File: src/rtl/multicycle_control_unit.sv
// Multicycle control unit: Moore FSM sequencing fetch, decode, execute,
// memory and writeback so a single ALU and one unified memory port are shared.
// Datapath controls are decoded combinationally from the current state, the
// opcode/funct fields and the ALU flags. Reset forces the FETCH view with all
// write enables and the memory request held low.
module multicycle_control_unit #(
  parameter int ALUCTRL_W     = 3,
  parameter bit BRANCH_ALL    = 1'b1,
  parameter bit MEM_HANDSHAKE = 1'b1
) (
  input  logic                 clk,
  input  logic                 reset_n,
  input  logic [6:0]           op,
  input  logic [2:0]           funct3,
  input  logic                 funct7b5,
  input  logic                 Zero,
  input  logic                 LT,
  input  logic                 LTU,
  input  logic                 mem_ready,
  output logic                 PCWrite,
  output logic                 IRWrite,
  output logic                 RegWrite,
  output logic                 MemWrite,
  output logic                 AdrSrc,
  output logic                 mem_req,
  output logic [1:0]           ALUSrcA,
  output logic [1:0]           ALUSrcB,
  output logic [1:0]           ResultSrc,
  output logic [1:0]           ImmSrc,
  output logic [ALUCTRL_W-1:0] ALUControl,
  output logic                 illegal,
  output logic [3:0]           state_dbg
);

  typedef enum logic [3:0] {
    S_FETCH    = 4'd0,
    S_DECODE   = 4'd1,
    S_MEMADR   = 4'd2,
    S_MEMREAD  = 4'd3,
    S_MEMWB    = 4'd4,
    S_MEMWRITE = 4'd5,
    S_EXECR    = 4'd6,
    S_EXECI    = 4'd7,
    S_ALUWB    = 4'd8,
    S_BRANCH   = 4'd9,
    S_JAL      = 4'd10,
    S_TRAP     = 4'd11
  } state_e;

  localparam logic [6:0] OP_LOAD   = 7'b0000011;
  localparam logic [6:0] OP_STORE  = 7'b0100011;
  localparam logic [6:0] OP_RTYPE  = 7'b0110011;
  localparam logic [6:0] OP_ITYPE  = 7'b0010011;
  localparam logic [6:0] OP_BRANCH = 7'b1100011;
  localparam logic [6:0] OP_JAL    = 7'b1101111;

  // Extended codes are cast to the configured width; they are only selected
  // when ALUCTRL_W is wide enough to hold them.
  localparam logic [ALUCTRL_W-1:0] ALU_ADD  = ALUCTRL_W'(4'b0000);
  localparam logic [ALUCTRL_W-1:0] ALU_SUB  = ALUCTRL_W'(4'b0001);
  localparam logic [ALUCTRL_W-1:0] ALU_AND  = ALUCTRL_W'(4'b0010);
  localparam logic [ALUCTRL_W-1:0] ALU_OR   = ALUCTRL_W'(4'b0011);
  localparam logic [ALUCTRL_W-1:0] ALU_SLT  = ALUCTRL_W'(4'b0101);
  localparam logic [ALUCTRL_W-1:0] ALU_XOR  = ALUCTRL_W'(4'b0100);
  localparam logic [ALUCTRL_W-1:0] ALU_SLL  = ALUCTRL_W'(4'b0110);
  localparam logic [ALUCTRL_W-1:0] ALU_SRL  = ALUCTRL_W'(4'b0111);
  localparam logic [ALUCTRL_W-1:0] ALU_SRA  = ALUCTRL_W'(4'b1000);
  localparam logic [ALUCTRL_W-1:0] ALU_SLTU = ALUCTRL_W'(4'b1001);

  state_e                 state_q, state_d;
  state_e                 cur_s;
  logic                   rdy;
  logic [ALUCTRL_W-1:0]   alu_fn;
  logic                   alu_legal;
  logic                   br_taken;
  logic                   br_legal;

  // Without the handshake every memory access completes in one cycle.
  assign rdy = MEM_HANDSHAKE ? mem_ready : 1'b1;

  // While reset is asserted the outputs present the FETCH state.
  assign cur_s = reset_n ? state_q : S_FETCH;

  // ALU operation and legality decoded from funct3/funct7b5.
  always_comb begin
    // NOTE: every combinational output gets a default first so no path leaves
    // it unassigned; a missing default would infer a latch.
    alu_fn    = ALU_ADD;
    alu_legal = 1'b1;
    case (funct3)
      3'b000:  alu_fn = (op[5] & funct7b5) ? ALU_SUB : ALU_ADD;
      3'b010:  alu_fn = ALU_SLT;
      3'b110:  alu_fn = ALU_OR;
      3'b111:  alu_fn = ALU_AND;
      default: begin
        if (ALUCTRL_W >= 4) begin
          case (funct3)
            3'b100:  alu_fn = ALU_XOR;
            3'b001:  alu_fn = ALU_SLL;
            3'b101:  alu_fn = funct7b5 ? ALU_SRA : ALU_SRL;
            3'b011:  alu_fn = ALU_SLTU;
            default: alu_legal = 1'b0;
          endcase
        end else begin
          alu_legal = 1'b0;
        end
      end
    endcase
  end

  // Branch condition and legality from funct3 and the subtract flags.
  always_comb begin
    br_taken = 1'b0;
    br_legal = 1'b1;
    case (funct3)
      3'b000:  br_taken = Zero;
      3'b001:  br_taken = ~Zero;
      3'b100:  br_taken = LT;
      3'b101:  br_taken = ~LT;
      3'b110:  br_taken = LTU;
      3'b111:  br_taken = ~LTU;
      default: br_legal = 1'b0;
    endcase
    if (!BRANCH_ALL && (funct3 != 3'b000)) br_legal = 1'b0;
  end

  // Next-state selection; TRAP is absorbing until reset.
  always_comb begin
    state_d = state_q;
    case (state_q)
      S_FETCH:    if (rdy) state_d = S_DECODE;
      S_DECODE: begin
        case (op)
          OP_LOAD, OP_STORE: state_d = S_MEMADR;
          OP_RTYPE:          state_d = alu_legal ? S_EXECR : S_TRAP;
          OP_ITYPE:          state_d = alu_legal ? S_EXECI : S_TRAP;
          OP_BRANCH:         state_d = br_legal ? S_BRANCH : S_TRAP;
          OP_JAL:            state_d = S_JAL;
          default:           state_d = S_TRAP;
        endcase
      end
      S_MEMADR:   state_d = op[5] ? S_MEMWRITE : S_MEMREAD;
      S_MEMREAD:  if (rdy) state_d = S_MEMWB;
      S_MEMWB:    state_d = S_FETCH;
      S_MEMWRITE: if (rdy) state_d = S_FETCH;
      S_EXECR:    state_d = S_ALUWB;
      S_EXECI:    state_d = S_ALUWB;
      S_ALUWB:    state_d = S_FETCH;
      S_BRANCH:   state_d = S_FETCH;
      S_JAL:      state_d = S_ALUWB;
      S_TRAP:     state_d = S_TRAP;
      default:    state_d = S_FETCH;
    endcase
  end

  // State register with synchronous active-low reset.
  always_ff @(posedge clk) begin
    // NOTE: sequential state uses non-blocking assignment so every register
    // samples pre-edge values, independent of block ordering.
    if (!reset_n) state_q <= S_FETCH;
    else          state_q <= state_d;
  end

  // Moore control outputs; write enables and mem_req are masked by reset.
  always_comb begin
    PCWrite    = 1'b0;
    IRWrite    = 1'b0;
    RegWrite   = 1'b0;
    MemWrite   = 1'b0;
    AdrSrc     = 1'b0;
    mem_req    = 1'b0;
    ALUSrcA    = 2'b00;
    ALUSrcB    = 2'b00;
    ResultSrc  = 2'b00;
    ALUControl = ALU_ADD;
    case (cur_s)
      S_FETCH: begin
        mem_req   = 1'b1;
        ALUSrcB   = 2'b10;
        ResultSrc = 2'b10;
        IRWrite   = rdy;
        PCWrite   = rdy;
      end
      S_DECODE: begin
        ALUSrcA = 2'b01;
        ALUSrcB = 2'b01;
      end
      S_MEMADR: begin
        ALUSrcA = 2'b10;
        ALUSrcB = 2'b01;
      end
      S_MEMREAD: begin
        mem_req = 1'b1;
        AdrSrc  = 1'b1;
      end
      S_MEMWB: begin
        ResultSrc = 2'b01;
        RegWrite  = 1'b1;
      end
      S_MEMWRITE: begin
        mem_req  = 1'b1;
        AdrSrc   = 1'b1;
        MemWrite = 1'b1;
      end
      S_EXECR: begin
        ALUSrcA    = 2'b10;
        ALUControl = alu_fn;
      end
      S_EXECI: begin
        ALUSrcA    = 2'b10;
        ALUSrcB    = 2'b01;
        ALUControl = alu_fn;
      end
      S_ALUWB:  RegWrite = 1'b1;
      S_BRANCH: begin
        ALUSrcA    = 2'b10;
        ALUControl = ALU_SUB;
        PCWrite    = br_taken;
      end
      S_JAL: begin
        ALUSrcA = 2'b01;
        ALUSrcB = 2'b10;
        PCWrite = 1'b1;
      end
      default: ;
    endcase
    if (!reset_n) begin
      PCWrite  = 1'b0;
      IRWrite  = 1'b0;
      RegWrite = 1'b0;
      MemWrite = 1'b0;
      mem_req  = 1'b0;
    end
  end

  // Immediate format follows the opcode every cycle outside reset.
  always_comb begin
    ImmSrc = 2'b00;
    if (reset_n) begin
      case (op)
        OP_STORE:  ImmSrc = 2'b01;
        OP_BRANCH: ImmSrc = 2'b10;
        OP_JAL:    ImmSrc = 2'b11;
        default:   ImmSrc = 2'b00;
      endcase
    end
  end

  assign illegal   = (cur_s == S_TRAP);
  assign state_dbg = cur_s;

endmodule
File: config.mk
export PLATFORM = sky130hd
export DESIGN_NAME = multicycle_control_unit
export DESIGN_NICKNAME = d
export VERILOG_FILES = /design/src/rtl/multicycle_control_unit.sv
export SDC_FILE = /design/constraint.sdc
export NUM_CORES = 1
export LEC_CHECK = 0
export ABC_CLOCK_PERIOD_IN_PS = 2850
export BUFFER_PORTS_ARGS = -buffer_cell sky130_fd_sc_hd__buf_2
export CAP_MARGIN = 20
export CORE_MARGIN = 8
export CORE_UTILIZATION = 49
export CTS_BUF_LIST = sky130_fd_sc_hd__clkbuf_8
export CTS_CLUSTER_SIZE = 16
export DETAILED_ROUTE_END_ITERATION = 12
export HOLD_SLACK_MARGIN = 0.03
export PLACE_DENSITY = 0.95
export SYNTH_ARGS = -nofsm -noshare
export SYNTH_HDL_FRONTEND = slang
export SYNTH_SLANG_ARGS = --single-unit
File: constraint.sdc
create_clock -name clk -period 2.85 [get_ports clk]
set_input_delay 0.1425 -clock clk [delete_from_list [all_inputs] [get_ports clk]]
set_output_delay 0.1425 -clock clk [all_outputs]
set_load 0.03 [all_outputs]
Yosys cells after proc, flatten, opt, wreduce, memory -nomap -nowiden
Cells that the tools add are included.
{"block": "totals", "regBits": 4, "input_bits": 17, "output_inout_bits": 22, "wordCells": 87}
{"block": "op_classes", "n_eq_ne": 34, "muxes": 32, "n_bitwise": 4, "reduce_logical": 16}
{"cell": "$eq 4x3->1 const B", "n": 7}
{"cell": "$pmux 4 s7", "n": 1}
{"cell": "$eq 4x4->1 const B", "n": 6}
{"cell": "$mux 4", "n": 6}
{"cell": "$pmux 4 s5", "n": 1}
{"cell": "$eq 4x2->1 const B", "n": 4}
{"cell": "$eq 7x6->1 const B", "n": 2}
{"cell": "$eq 7x7->1 const B", "n": 2}
{"cell": "$mux 1", "n": 13}
{"cell": "$eq 3x3->1 const B", "n": 4}
{"cell": "$pmux 2 s2", "n": 3}
{"cell": "$pmux 3 s4", "n": 1}
{"cell": "$reduce_or 2->1", "n": 6}
{"cell": "$reduce_or 3->1", "n": 3}
{"cell": "$eq 4x1->1 const B", "n": 2}
{"cell": "$logic_not 4->1", "n": 2}
{"cell": "$reduce_or 4->1", "n": 2}
{"cell": "$eq 7x2->1 const B", "n": 1}
{"cell": "$eq 7x5->1 const B", "n": 1}
{"cell": "$ne 2x2->1 const B", "n": 3}
{"cell": "$pmux 1 s6", "n": 1}
{"cell": "$pmux 2 s3", "n": 1}
{"cell": "$pmux 3 s2", "n": 1}
{"cell": "$reduce_or 6->1", "n": 1}
{"cell": "9 further kinds", "n": 12}

Longest topological paths before layout
{"block": "depth", "depth_word": 6, "ltp_mapped": 6, "ltp_nobuf": 4}

Least setup slack after synthesis
No wires, ideal clock.
{"block": "synth_timing", "path_type": "flip-flop to output port", "from": "reg state_q[0]", "to": "out MemWrite", "arrival_time_ps": 1779, "setup_slack_ps": 929, "stages_incl_launch_ff": 5, "path_buffers": 2, "cell_sequence": "dfxtp_1 > buf_2 > buf_2 > and2_1 > nor3b_1"}
{"block": "synth_between", "elab_chain_len": 4}
{"item": "from (decl)", "line": "70", "source": "state_e state_q, state_d;"}
{"item": "from (signal assigned)", "line": "161", "source": "else state_q <= state_d;"}
{"item": "$mux 4", "line": "82", "source": "assign cur_s = reset_n ? state_q : S_FETCH;"}
{"item": "via state_dbg[0]", "line": "32", "source": "output logic [3:0] state_dbg"}
{"item": "$eq 4x3->1", "line": "176", "source": "case (cur_s)"}
{"item": "$mux 1", "line": "176"}
{"item": "$mux 1", "line": "227", "source": "if (!reset_n) begin"}
{"item": "to (decl)", "line": "23", "source": "output logic MemWrite,"}
The timed path passes the listed nets, and every way through them passes these cells.

Final worst setup path
{"block": "layout_timing", "from": "reg state_q[0]", "to": "out ALUSrcA[1]"}
{"block": "layout_between", "elab_chain_len": 4}
{"item": "$mux 4 *", "line": "82"}
{"item": "$eq 4x4->1 (tied with other cells)", "line": "176"}
{"item": "$reduce_or 4->1 (no line) or $reduce_or 2->1 (tied branches)"}
{"item": "$pmux 2 s2 *", "line": "176"}
{"item": "to (decl)", "line": "26", "source": "output logic [1:0] ALUSrcA,"}
Every way passes the cells marked *; elsewhere a longest branch is shown, timed or not.

==> flow_metrics.env <==
export IMPL_power_switching_w=0.0004054
export IMPL_drive_gt1_share_pct=30.07
export IMPL_met1_usage_pct=16.67
export IMPL_critPathCaptureType="output pin"
export IMPL_grt_ovfl_total=0
export IMPL_cp_slowest_cell="dfxtp_1"
export IMPL_setup_violations=0
export IMPL_cts_setup_buffers=0
export IMPL_worstMarginPinSlew_ns=0.6112
export IMPL_avgSynthCellArea_um2=6.620
export IMPL_ir_worst_vdd_mv=0.3746
export IMPL_r2r_slack_ns=1.22
export IMPL_area_delta_synth_final_pct=28.35
export IMPL_synth_most_common_cell="nor2_1"
export IMPL_cts_made_buffers=3
export IMPL_vias_per_cell=5.673
export IMPL_syn_area_um2=728.2
export IMPL_synthFlopType="dfxtp_1"
export IMPL_antenna_found_initial=0
export IMPL_timing_fmax_ghz=0.5247
export IMPL_synthArstFlopShare_pct=0
export IMPL_grt_max_degree=20
export IMPL_largestRegisters="state_q: 4 flops"
export IMPL_required_ns=2.71
export IMPL_status="finished clean"
export IMPL_syn_inst=110
export IMPL_fin_crit_sh_pct=66.87
export IMPL_met3_usage_pct=3.261
export IMPL_htreeDepth=1
export IMPL_yosys_top_cells_count="13 x nor2_1, 12 x nand2_1, 7 x a21oi_1, 7 x and2_1, 7 x nand2b_1"
export IMPL_top_register="state_q"
export IMPL_yosys_area_top_type_share_pct=11.00
export IMPL_total_leakage_power_nw=0.4429
export IMPL_cp_start_kind="flip-flop"
export IMPL_die_w_um=54.55
export IMPL_p_sw_share_pct=53.41
export IMPL_finalMaxSlewViolations=0
export IMPL_power_report_internal_total_w=0.0003537
export IMPL_worstPathMaxFanout=17
export IMPL_hpwlAfterDp_um=1729
export IMPL_grt_pass1_wl_um=3415
export IMPL_maxCapViolations=0
export IMPL_clkTransAtPathRegs_ns=0.03
export IMPL_drt_wl_total_um=2150
export IMPL_avgRoutedWirePerCell_um=13.52
export IMPL_yosysUniqueCellTypes=38
export IMPL_comb_power_share_pct=63.2
export IMPL_antennaDiodeCount=0
export IMPL_cts_hold_buffers=0
export IMPL_hold_path_class="in2reg"
export IMPL_grt_busiest_layer="met2"
export IMPL_fp_dieArea_mm2=0.002976
export IMPL_final_setup_tns_ns=0
export IMPL_crit_family="flip-flops"
export IMPL_synth_area_leader_cell="dfxtp_1"
export IMPL_finalPower_w=0.0007592
export IMPL_first_global_vias=798
export IMPL_nets=162
export IMPL_yosysSeqAreaShare_pct=11.00
export IMPL_fin_skew_ns=0.0001525
export IMPL_worstPathCellList="nor2b_1, nand2_1, o22ai_1, and2_1, buf_2"
export IMPL_crit_buf_inv=1
export IMPL_gp_congestion=0.8288
export IMPL_ctsRootBufferMaster="clkbuf_8"
export IMPL_power_density_mw_per_mm2=812.3
export IMPL_hold_viol=0
export IMPL_core_mm2=0.001454
export IMPL_synth_area_top_cells="dfxtp_1 11%, nor2_1 6.7%, nand2_1 6.2%"
export IMPL_port_buffer_count=38
export IMPL_initial_core_util_pct=50.09
export IMPL_p_clk_share_pct=15.5
export IMPL_slew_headroom_pct=59.20
export IMPL_syn_nets=127
export IMPL_vias=902
export IMPL_largest_register_ffs=4
export IMPL_use_met2_pct=27.29
export IMPL_initialDrtViolationCount=31
export IMPL_cts_tree="done"
export IMPL_clock_sinks=4
export IMPL_hold_ws_ns=0.2347
export IMPL_postRouteAntennaNets=0
export IMPL_die_h_um=54.55
export IMPL_io_pins=39
export IMPL_rsz0062_at_grt="no"
export IMPL_worst_ep_arrival_time_ns=1.76
export IMPL_cp_slowest_stage_delay_ns=0.68
export IMPL_crit_type="reg2out"
export IMPL_power_frac_seq_pct=21.3
export IMPL_ys_ff_latch=4
export IMPL_yosys_warnings=0
export IMPL_drc=0
export IMPL_clk_latency_ns=0.21
export IMPL_clock_path_buffers=2
export IMPL_synth_edf_count=0
export IMPL_rows=14
export IMPL_track_usage_pct=14.32
export IMPL_firstDrtPassIters=4
export IMPL_min_period_ns=1.906
export IMPL_post_cts_resized=0
-- cell usage in the layout (no fill, tap or decap), types with 2 or more instances in the layout --
cell / netlist / layout
o221ai_1: 2 / 2
mux2i_1: 2 / 2
nand4_1: 3 / 3
dfxtp_1: 4 / 4
buf_2: 6 / 38
xnor2_1: 2 / 2
nor3b_1: 3 / 3
o31ai_1: 2 / 2
o21ai_0: 2 / 2
nor2b_1: 3 / 3
and2_1: 7 / 7
xor2_1: 3 / 3
nor3_1: 3 / 3
nand3_1: 2 / 2
inv_1: 3 / 3
a21oi_1: 7 / 7
or3_1: 5 / 5
clkbuf_8: 0 / 3
nand2_1: 12 / 12
nor2_1: 13 / 13
nand2b_1: 7 / 7
a31oi_1: 2 / 2
-- power by group through the flow --
stage / logic [W] / registers (W) / clock network, W
detailed placement: 0.000481 / 0.000160 / 0
global placement: 0.000472 / 0.000154 / 0
floorplan: 0.000455 / 0.0000879 / 0
global route: 0.000520 / 0.000172 / 0.000130
finish: 0.000480 / 0.000161 / 0.000118
CTS: 0.000482 / 0.000160 / 0.000121
-- metrics by stage --
stage	std cells	instance area, um^2	util (%)	setup slack (ns)
floorplan	110	728.2	-	0.9286
global placement	156	893.4	61.45	1.274
detailed placement	156	893.4	61.45	1.181
CTS	159	934.6	64.29	0.9543
global route	159	934.6	64.29	0.7942
finish	159	934.6	64.29	0.9442
-- cells by family (layout without fill, tap and decap cells) --
logic type | Yosys count | count (layout) | synth area share (%)
XOR/XNOR | 5 | 5 | 6.015
flip-flops | 4 | 4 | 11.00
multiplexers | 2 | 2 | 2.749
AND/OR/NAND/NOR | 62 | 62 | 46.74
AO/OA/AOI/OAI | 26 | 26 | 25.77
buffers and inverters | 11 | 44 | 7.731
-- worst register-to-register path: stages (launching register included) --
cell and delay [ns]:
dfxtp_1 0.63, nand2b_1 0.26, or3_1 0.36, nand4_1 0.15
o311ai_1 0.11
-- routing by layer --
layer | routed length [um] | part of all wire, %
met5 | 0 | 0
met4 | 0 | 0
met3 | 157 | 7.3
met2 | 1099 | 51
met1 | 893 | 42
-- area by class of cell --
class                           instances  area (um^2)
Inverter                                3        11.26
Clock buffer                            3        41.29
Timing Repair Buffer                   38        190.2
Tap cell                               16        20.02
Multi-Input combinational cell         95        591.8
Fill cell                             142        519.2
Sequential cell                         4        80.08
-- path summary, 6_finish.rpt --
path | from | to | cells past startpoint
min | mem_ready | state_q[2] | 2
min reg2reg | state_q[2] | state_q[3] | 2
max | state_q[0] | ALUSrcA[1] | 5
max reg2reg | state_q[1] | state_q[1] | 4
Note: power is estimated with default switching activity, not from simulation.
